==> src/rtl/pcm_to_i2s.sv <==
// pcm_to_i2s: serialises left/right PCM pairs into an I2S stream, one bit per clk,
// through a single-entry valid/ready holding register loaded once per frame.
module pcm_to_i2s #(
  parameter int NUMBER_OF_BITS = 16,
  parameter int SLOT_BITS      = 32
) (
  input  logic                      clk,
  input  logic                      reset,
  input  logic                      enable,
  input  logic [NUMBER_OF_BITS-1:0] pcm_left,
  input  logic [NUMBER_OF_BITS-1:0] pcm_right,
  input  logic                      in_valid,
  output logic                      in_ready,
  output logic                      ws,
  output logic                      sd,
  output logic                      underrun,
  output logic [7:0]                underrun_count
);
  localparam int F  = 2 * SLOT_BITS;
  localparam int KW = $clog2(F);
  localparam logic IDLE = 1'b0;
  localparam logic RUN  = 1'b1;
  localparam logic [KW-1:0] K_LAST = KW'(F - 1);
  localparam logic [KW-1:0] K_ONE  = KW'(1);
  localparam logic [KW-1:0] K_NB   = KW'(NUMBER_OF_BITS);
  localparam logic [KW-1:0] K_S    = KW'(SLOT_BITS);
  localparam logic [KW-1:0] K_S1   = KW'(SLOT_BITS + 1);
  localparam logic [KW-1:0] K_SN   = KW'(SLOT_BITS + NUMBER_OF_BITS);
  logic                      state, state_n, last, load_now, shl_on, shr_on, ws_n, sd_n, hold_full;
  logic [KW-1:0]             k, k_n;
  logic [NUMBER_OF_BITS-1:0] hold_l, hold_r, sh_l, sh_r;
  assign in_ready = ~hold_full;
  // Outputs are precomputed for the next k so ws/sd leave the block straight from flops.
  always_comb begin
    last     = state == RUN && k == K_LAST;
    load_now = enable && (state == IDLE || last);
    state_n  = load_now ? RUN : last ? IDLE : state;
    k_n      = load_now ? '0 : (state == RUN && !last) ? k + K_ONE : k;
    shl_on   = state_n == RUN && k_n >= K_ONE && k_n <= K_NB;
    shr_on   = state_n == RUN && k_n >= K_S1 && k_n <= K_SN;
    ws_n     = state_n == IDLE || k_n >= K_S;
    sd_n     = shl_on ? sh_l[NUMBER_OF_BITS-1] : shr_on ? sh_r[NUMBER_OF_BITS-1] : 1'b0;
  end
  always_ff @(posedge clk or posedge reset) begin
    if (reset) begin
      state          <= IDLE;
      k              <= K_LAST;
      hold_full      <= 1'b0;
      hold_l         <= '0;
      hold_r         <= '0;
      sh_l           <= '0;
      sh_r           <= '0;
      ws             <= 1'b1;
      sd             <= 1'b0;
      underrun       <= 1'b0;
      underrun_count <= '0;
    end else begin
      state     <= state_n;
      k         <= k_n;
      ws        <= ws_n;
      sd        <= sd_n;
      underrun  <= load_now && !hold_full;
      hold_full <= hold_full ? !load_now : in_valid;
      if (load_now && !hold_full && underrun_count != 8'hFF) underrun_count <= underrun_count + 8'd1;
      if (in_valid && !hold_full) begin
        hold_l <= pcm_left;
        hold_r <= pcm_right;
      end
      if (load_now) sh_l <= hold_full ? hold_l : '0;
      else if (shl_on) sh_l <= sh_l << 1;
      if (load_now) sh_r <= hold_full ? hold_r : '0;
      else if (shr_on) sh_r <= sh_r << 1;
    end
  end
endmodule
==> config.mk <==
export PLATFORM = sky130hd
export DESIGN_NAME = pcm_to_i2s
export DESIGN_NICKNAME = d
export VERILOG_FILES = /design/src/rtl/pcm_to_i2s.sv
export SDC_FILE = /design/constraint.sdc
export NUM_CORES = 1
export LEC_CHECK = 0
export ABC_AREA = 1
export CORE_MARGIN = 4
export CORE_UTILIZATION = 42
export DETAILED_ROUTE_END_ITERATION = 10
export RECOVER_POWER = 100
export SLEW_MARGIN = 20
export SYNTH_ARGS = -nofsm -noshare
export SYNTH_HDL_FRONTEND = slang
export SYNTH_SLANG_ARGS = --single-unit
==> constraint.sdc <==
create_clock -name clk -period 3.4 [get_ports clk]
set_input_delay 0.34 -clock clk [delete_from_list [all_inputs] [get_ports clk]]
set_output_delay 0.34 -clock clk [all_outputs]
set_load 0.01 [all_outputs]
==> metrics.yaml <==
floorplan:
  io_pins: 48
  die_w_um: 104.5
  die_area_um2: 10910
  fp.coreArea_um2: 8891
  initial_core_util_pct: 43.95
  num_rows: 34
  die_y_um: 104.5
power:
  ir_worst_vdd_mv: 0.2907
  total_power_mw: 3.518
  p_per_area_nw_per_um2: 761.1
  leakagePower_nw: 2.311
status:
  violations: "capacitance limit, slew limit"
  status: "finished, violations left"
layout:
  fin_area_um2: 4622
  area_growth_pct: 18.28
  drive_gt1_share_pct: 13.18
  finalNetCount: 511
  antennaDiodeCount: 0
  nFillCells: 834
grt:
  grt_antenna_before_repair: 0
  grtUsageTotal_pct: 14.50
  overflow: 0
  grt_pass1_vias: 2791
  grt_pass1_wl_mm: 13.06
  grt_max_degree: 53
sta:
  fin_crit_sh_pct: 84.14
  final.setup.tns_ns: 0
  timing.hold.ws_ns: 0.4501
  finalSetupViolations: 0
  hold_viol: 0
  max_freq_mhz: 349.6
  rsz0062_at_grt: "false"
  fin_crit_ns: 2.861
  setup_slack_ns: 0.5393
  skew_ns: 0.01274
  worst_slew_pin_slew_ns: 1.712
  relSlewSlack_pct: -14.42
  finalMaxSlewViolations: 86
job:
  cap_violations: 2
critical_path:
  ff2ff_path_depth: 11
  cp_top_family: "simple AND/OR/NAND/NOR gates"
  max_stage_delay_ns: 0.60
  reg2reg_from: "k[0]"
  crit_slowest_cell: "dfstp_1"
  path_buf_inv: 1
  cp-start-kind: "register"
  cp.required_ns: 3.68
  regToRegSetupSlack_ns: 0.54
  critPathArrivalTime_ns: 3.14
  cp_cell_sequence: "ha_1 > nand3_1 > o21bai_4 > nand2_4 > nand3_1 > inv_1 > nand2_4 > nand3_4 > nand2_1 > nand2_1 > nand2_1"
  crit_top_cell: "nand2_1"
  timing_worst_setup_path_type: "reg2reg"
  critPathMaxFanout: 49
  r2r-end: "sh_r[11]"
  end_kind: "register"
drt:
  wl_per_cell_um: 12.75
  via_per_inst: 4.886
  ant_nets: 0
  finalWirelength_mm: 7.472
  vias: 2863
  drtIter0Drc: 149
  drc: 0
  first_pass_iters: 4
synthesis:
  synthesis.area_um2: 3907
  synth_cell_types: 33
  yosysSeqAreaShare_pct: 53.38
  synth.area.top_cells: "dfrtp_1, nand2_1, nand3_1"
  synth-edff-count: 0
  synth_async_sr_flop_share_pct: 100.0
  yosysTopAreaCell: "dfrtp_1"
  synth_top_area_share_pct: 48.67
  ys_warn_count: 0
  postSynthCellCount: 430
  ys_ff_latch: 83
  postSynthAreaPerCell_um2: 9.087
  syn_nets: 468
  synth_ff_type: "dfrtp_1"
clock_tree:
  cts.sinks: 83
  clockBufferDepth: 2
  cts_resized: 0
  path_clk_slew_ns: 0.09
  htreeDepth: 3
  cts_tree: "done"
  holdBufCountCts: 0
  insertion_delay_ns: 0.35
  cts_root_buf: "clkbuf_8"
  cts_buffers: 9
  cts_setup_buffers: 0
placement:
  dp_slack_ns: 0.7207
  placed_area_um2: 4437
  dpl.hpwl_mm: 5.041
  numPortBuffers: 47
  gp_congestion: 0.7388
min_path:
  hold_class: "reg2reg"
  min_path_cells: 1
  hp-start: "hold_full"
  hold_end: "underrun"
[layout make-up]
cell class	count	area [um^2]	share of cell area [%]
Inverter	46	173.9	3.763
Multi-Input combinational cell	284	1534	33.19
Tap cell	108	135.1	2.924
Sequential cell	83	2086	45.13
Clock inverter	5	60.06	1.299
Timing Repair Buffer	49	481.7	10.42
Clock buffer	11	151.4	3.276
[sequential cells by signal (all words and copies together), names as in the netlist]
| register | count |
|---|---|
| underrun | 1 |
| ws | 1 |
| sh_l | 16 |
| state | 1 |
| hold_r | 16 |
| hold_l | 16 |
| underrun_count | 8 |
| sd | 1 |
| k | 6 |
| hold_full | 1 |
| sh_r | 16 |
[cell usage after synthesis (4+ instances only)]
| cell type | instances |
|---|---|
| o22ai_1 | 4 |
| nand4_1 | 10 |
| xnor2_1 | 4 |
| nor2_2 | 6 |
| inv_1 | 43 |
| a21oi_1 | 21 |
| mux2_2 | 14 |
| nand2_2 | 7 |
| nand2_1 | 106 |
| o21ai_0 | 20 |
| nor2_1 | 31 |
| clkbuf_1 | 8 |
| nand3_1 | 39 |
| dfstp_2 | 7 |
| dfrtp_1 | 76 |
[power by group]
group,internal [mW],total (mW),leakage (nW),switching (mW)
Sequential,1.38,1.55,1.03,0.174
Combinational,0.463,1.22,1.18,0.753
Clock,0.382,0.749,0.106,0.367
[how the worst max path moves through the flow]
| stage | startpoint | endpoint | slack, ns | depth (start not counted) |
|---|---|---|---|---|
| finish | k[0] | sh_r[11] | 0.54 | 11 |
| global route | k[0] | sh_r[5] | 0.22 | 11 |
| CTS | k[0] | sh_l[15] | 0.67 | 11 |
| detailed placement | k[0] | sh_l[15] | 0.72 | 11 |
| global placement | k[0] | sh_l[2] | 0.79 | 11 |
| floorplan | reset | hold_full | 0.93 | 1 |
[worst register-to-register path, delay by kind of cell (launching register included)]
family                     cells  cell delay, ns
DFF                            1            0.60
and+or+nand+nor                8            1.61
adders and majority gates      1            0.24
AOI/OAI and AO/OA              1            0.23
buffers and inverters          1            0.11
[cell usage in the layout (no fill, tap or decap), types with 2 or more instances in the layout]
master,n
nand3_4,3
nor2_1,33
inv_1,43
dfrtp_1,76
inv_2,2
o22ai_1,4
nand2_1,108
clkdlybuf4s50_1,34
xnor2_1,4
ha_1,2
clkbuf_8,11
nand3_1,40
nor2_4,2
nand2_4,3
o21ai_0,20
dfstp_2,6
a21oi_1,21
xor2_1,3
nand2_2,5
nor2_2,5
dlygate4sd3_1,13
nand4_1,10
mux2_2,14
[through the flow]
stage,cells,util [%]
after CTS,586,52.28
after detailed placement,570,49.90
after global placement,570,49.90
after global routing,586,51.98
final,586,51.98
after floorplan,430,-
[cell families after synthesis]
group	Yosys count	share of synthesized area, %
AND/OR/NAND/NOR	212	26.29
flip-flops	83	53.38
buffers and inverters	63	6.852
AO/OA/AOI/OAI	49	7.237
multiplexers	14	4.035
XOR/XNOR	7	1.569
adder cells (fa/ha/maj)	2	0.6403
[metal layers]
layer	global-route usage, %	part of all wire [%]	vias to the layer above
met3	2.980	3.6	11
met2	22.46	45	39
met1	19.94	49	1349
met4	5.698	1.6	0
li1	-	-	1464
met5	0	0	-
(Power assumes the default switching activity.)
==> RTL edit 1, RTL diff (same flow settings) <==
Make the reset (`reset`) synchronous in one clocked block.
--- a/src/rtl/pcm_to_i2s.sv
+++ b/src/rtl/pcm_to_i2s.sv
@@ -41,7 +41,7 @@
     ws_n     = state_n == IDLE || k_n >= K_S;
     sd_n     = shl_on ? sh_l[NUMBER_OF_BITS-1] : shr_on ? sh_r[NUMBER_OF_BITS-1] : 1'b0;
   end
-  always_ff @(posedge clk or posedge reset) begin
+  always_ff @(posedge clk) begin
     if (reset) begin
       state          <= IDLE;
       k              <= K_LAST;
Behaviour: differs if reset is asserted again (counterexample within 4 cycles, from zero or initial values and one cycle with reset high); with reset held inactive, the same outputs for 10 cycles.
==> RTL edit 1 against the original RTL <==
- area after synthesis shrank 5.4%
- design area shrank 4.9%
- non-clock buffer count grew 3
- worst setup slack gained 0.031 ns
- synthesized cell count grew 23%
- wire length grew 5.2%
- global-route usage grew 1.5 points
- maximum frequency grew 1.1%
- via count grew 14%
- sequential cell count is the same
- critical path type unchanged
- largest cell class unchanged
- highest routed layer unchanged
Power is not compared: it rests on default switching activity, and its combinational part moved more than twofold at a synthesized area within 25%.
==> RTL edit 1: results (changes against the original RTL) <==
Placed Area=0.00421 sq mm (was 0.00444 sq mm); outcome=complete, no violations (was finished, violations left); number of global-route vias before repair=2,969 (was 2,791); via count=3,277 (was 2,863); R2R Path End=sh_l[1] (was sh_r[11]); pre-CTS WS=0.676 ns (was 0.721 ns); post-synthesis sequential area ratio=44.9% (was 53.4%); largest net degree at the start of global routing=60 (was 53); Placed Instances=662 (was 570); synth unique cells=29 (was 33); vias per std cell=4.84 (was 4.89); post-synth net total=569 (was 468); share of layout cells above drive strength 1=5.24% (was 13.2%); first-pass GRT wire length=13,400 um (was 13,100 um); metal2 WL=3730 um (was 3390 um); max incr delay on CP=0.44 ns (was 0.60 ns); Reg2Reg Depth=13 (was 11); most common library cells after synthesis=nand2_1, nor2_1, dfxtp_1, inv_1, o21ai_0 (was nand2_1, dfrtp_1, inv_1, nand3_1, nor2_1); Post-synth ARST share=0% (was 100%); crit path from=k[0] (unchanged); dpl hpwl=5350 um (was 5040 um); Rel. slew slack=3.30% (was -14.4%); Placer Congestion=0.772 (was 0.739); met2 global-route usage=27.3% (was 22.5%); met3 Usage GRT=4.51% (was 2.98%); final critical-path setup slack=0.570 ns (was 0.539 ns); GRT Overall Usage=16.0% (was 14.5%); wl on met1=3750 um (was 3700 um)
-- RTL edit 1: cell count changes after synthesis, moves of 9 or more --
cell     change
nor2_1      +68
a22o_1      +13
inv_1       +22
nand3_1     -25
dfrtp_1     -76
dfxtp_1     +83
o21ai_0     +22
o21ai_1      +9
mux2_2      -14
nand2_1     +13
-- RTL edit 1: area by class of cell --
type,instances,area (sq um)
inverter,68,255
clock inverter,4,75.1
fill,846,3990
timing repair buffer,52,502
sequential,83,1660
clock buffer,11,141
multi-input combinational,354,1630
tap,105,131
-- RTL edit 1: kinds of logic after synthesis --
family                   after synthesis  synth area share, %
buffers and inverters                 94                 10.6
adder cells (fa/ha/maj)                2                0.677
AND/OR/NAND/NOR                      253                 28.4
flip-flops                            83                 44.9
AO/OA/AOI/OAI                         99                 15.4
-- RTL edit 1: worst min-delay path by stage --
stage | slack (ns) | end | cells past startpoint | startpoint
final | 0.46 | hold_l[5] | 2 | hold_l[5]
after global routing | 0.47 | hold_r[15] | 2 | hold_r[15]
after CTS | 0.46 | hold_l[5] | 2 | hold_l[5]
after detailed placement | 0.45 | hold_l[5] | 2 | hold_l[5]
after global placement | 0.44 | underrun | 1 | hold_full
after floorplan | 0.42 | hold_r[15] | 2 | hold_r[15]
-- RTL edit 1: power by group through the flow --
stage / combinational [mW] / clock [mW] / sequential, mW
after floorplan: 0.352 / 0 / 1.13
after global placement: 0.442 / 0 / 1.14
after detailed placement: 0.452 / 0 / 1.15
after CTS: 0.455 / 0.797 / 1.12
after global routing: 0.516 / 0.836 / 1.13
final: 0.441 / 0.773 / 1.12
==> RTL edit 2, RTL diff (same settings) <==
Without the edit above. `NUMBER_OF_BITS`: 16 -> 20.
--- a/src/rtl/pcm_to_i2s.sv
+++ b/src/rtl/pcm_to_i2s.sv
@@ -1,7 +1,7 @@
 // pcm_to_i2s: serialises left/right PCM pairs into an I2S stream, one bit per clk,
 // through a single-entry valid/ready holding register loaded once per frame.
 module pcm_to_i2s #(
-  parameter int NUMBER_OF_BITS = 16,
+  parameter int NUMBER_OF_BITS = 20,
   parameter int SLOT_BITS      = 32
 ) (
   input  logic                      clk,
Ports: changed (resized pcm_left and pcm_right); port bits go from 48 to 56. No check against the original RTL was run, so the function may have changed too.
==> RTL edit 2 against the original RTL <==
- the run still ends with max-capacitance violations, max-slew violations left
- via count rose by 22%
- non-clock buffer count rose by 12
- worst setup slack improved by 0.0031 ns
- design area rose by 15%
- area after synthesis rose by 16%
- critical path depth rose by 2
- final cell count rose by 22%
- worst hold slack improved by 0.0035 ns
- wire length rose by 23%
- sequential cell count rose by 16
Power is not compared: it rests on default switching activity, and its combinational part moved more than twofold at a synthesized area within 25%.
==> RTL edit 2: results (changes against the original RTL) <==
outcome=finished, violations left (unchanged); failing checks=max-capacitance violations, max-slew violations (unchanged); post-synthesis sequential area ratio=54.9% (was 53.4%); first-pass GRT wire length=16,100 um (was 13,100 um); Synth area leaders=dfrtp_1, nand2_1, nand3_1 (unchanged); Warnings, synthesis=0 (unchanged); Hold Startpoint=hold_full (unchanged); initial drt markers=204 (was 149); NumNets Final=622 (was 511); synth unique cells=30 (was 33); most common library cells after synthesis=nand2_1, dfrtp_1, nand3_1, inv_1, nor2_1 (was nand2_1, dfrtp_1, inv_1, nand3_1, nor2_1); Worst Hold End=underrun (unchanged); WP data arrival=3.15 ns (was 3.14 ns); Root Buffer=clkbuf_8 (unchanged); Max-Cap Viols=2 (unchanged); Period minus WS final=2.86 ns (about the same); register-to-register setup slack=~0.54 ns; clk_skew=0.0152 ns (was 0.0127 ns); postcts setup bufs=0 (unchanged); Max VDD drop=234 uV; pre-CTS WS=0.656 ns (was 0.721 ns); IO buf count=55 (was 47); top_reg_cell synth=dfrtp_1 (unchanged); initial antenna violation count=0 (unchanged); Clock Path Buffers=2 (unchanged); Avg WL per Cell=12.8 um (about the same); Post-synth ARST share=100% (unchanged); cts repair resizes=0 (unchanged); vias per std cell=4.87 (was 4.89); actual slew at the worst max-slew pin=2.09 ns (was 1.71 ns); crit path from=k[0] (unchanged); Leakage=2.84 nW; H-tree lvl count=3 (unchanged); worst r2r src=k[0] (unchanged); Placer Congestion=0.846 (was 0.739); post-synth net total=573 (was 468); share of layout cells above drive strength 1=8.26% (was 13.2%); dpl hpwl=6170 um (was 5040 um); GRT Overall Usage=15.5% (was 14.5%); Reg2Reg Depth=13 (was 11); total CTS buffers=9 (unchanged); worst setup path end=sh_l[13] (was sh_r[11]); max-slew violations=109 (was 86); Post-synth EDFFs=0 (unchanged); number of global-route vias before repair=3,413 (was 2,791); largest net degree at the start of global routing=57 (was 53); clk_lat worst skew=0.36 ns; drt first pass iters=4 (unchanged); CP max FO=16 (was 49); ANT cells=0 (unchanged); cell count of the worst hold path=1 (unchanged); Hold WC Path Type=flop to flop (unchanged)
-- RTL edit 2: cell types whose count changed in the layout (fill, tap and decap cells not counted), sizes merged, moves of 2 or more --
cell           unedited run  this run
nand2                   116       138
a21oi                    21        30
nor2                     40        50
inv                      46        63
clkdlybuf4s50            34        42
nand3                    43        67
nand4                    11         2
o22ai                     4         9
clkinv                    2         4
mux2                     14        12
dfrtp                    76        92
buf                       1         4
-- RTL edit 2: metal layers --
metal	part of all wire, %	up-vias	GRT usage, %	wire, um
li1	-	1767	-	-
met1	48	1634	21.4	4460
met2	46	79	24.9	4230
met3	4.1	14	2.45	373
met4	1.6	0	5.27	145
met5	0	-	0	0
-- RTL edit 2: final cells by class --
class | count | area [sq um]
Tap cell | 136 | 170
Sequential cell | 99 | 2490
Clock buffer | 11 | 141
Clock inverter | 5 | 45.0
Multi-Input combinational cell | 342 | 1650
Inverter | 63 | 236
Timing Repair Buffer | 61 | 602
Fill cell | 1003 | 5080
-- RTL edit 2: cells by family (layout without fill, tap and decap cells) --
family                   Yosys count  after routing  share of synthesized area, %
adder cells (fa/ha/maj)            2              2                         0.553
multiplexers                      12             12                          2.99
AO/OA/AOI/OAI                     63             63                          7.60
AND/OR/NAND/NOR                  258            258                          25.0
flip-flops                        99             99                          54.9
XOR/XNOR                           7              7                          1.35
buffers and inverters             86            140                          7.60
-- RTL edit 2: worst max-delay path: stages (launching register included) --
cell and delay [ns]:
dfstp_1 0.64, ha_1 0.23, nand3_1 0.15, o21bai_4 0.23, nand2_1 0.13, o21ai_1 0.09
nand2_1 0.08, clkinv_1 0.07, nand3_1 0.20, buf_4 0.24, nand3_1 0.16, clkbuf_2 0.36
nand3_1 0.12, nand2_1 0.09
-- RTL edit 2: stage by stage --
| step | std cells | area, sq um | total power [mW] | hold WS, ns |
|---|---|---|---|---|
| 6_report | 717 | 5330 | 1.97 | 0.454 |
| 4_1_cts | 717 | 5390 | 2.00 | 0.465 |
| 2_1_floorplan | 527 | 4530 | 1.22 | 0.444 |
| 5_1_grt | 717 | 5330 | 2.05 | 0.471 |
| 3_5_place_dp | 701 | 5200 | 1.28 | 0.461 |
| 3_3_place_gp | 701 | 5200 | 1.28 | 0.462 |
-- RTL edit 2: power breakdown --
| part | internal, mW | total [mW] | leakage [nW] | switching [mW] |
|---|---|---|---|---|
| combinational | 0.0453 | 0.0757 | 1.54 | 0.0304 |
| clock | 0.297 | 0.721 | 0.0920 | 0.424 |
| sequential | 1.18 | 1.18 | 1.20 | 0 |
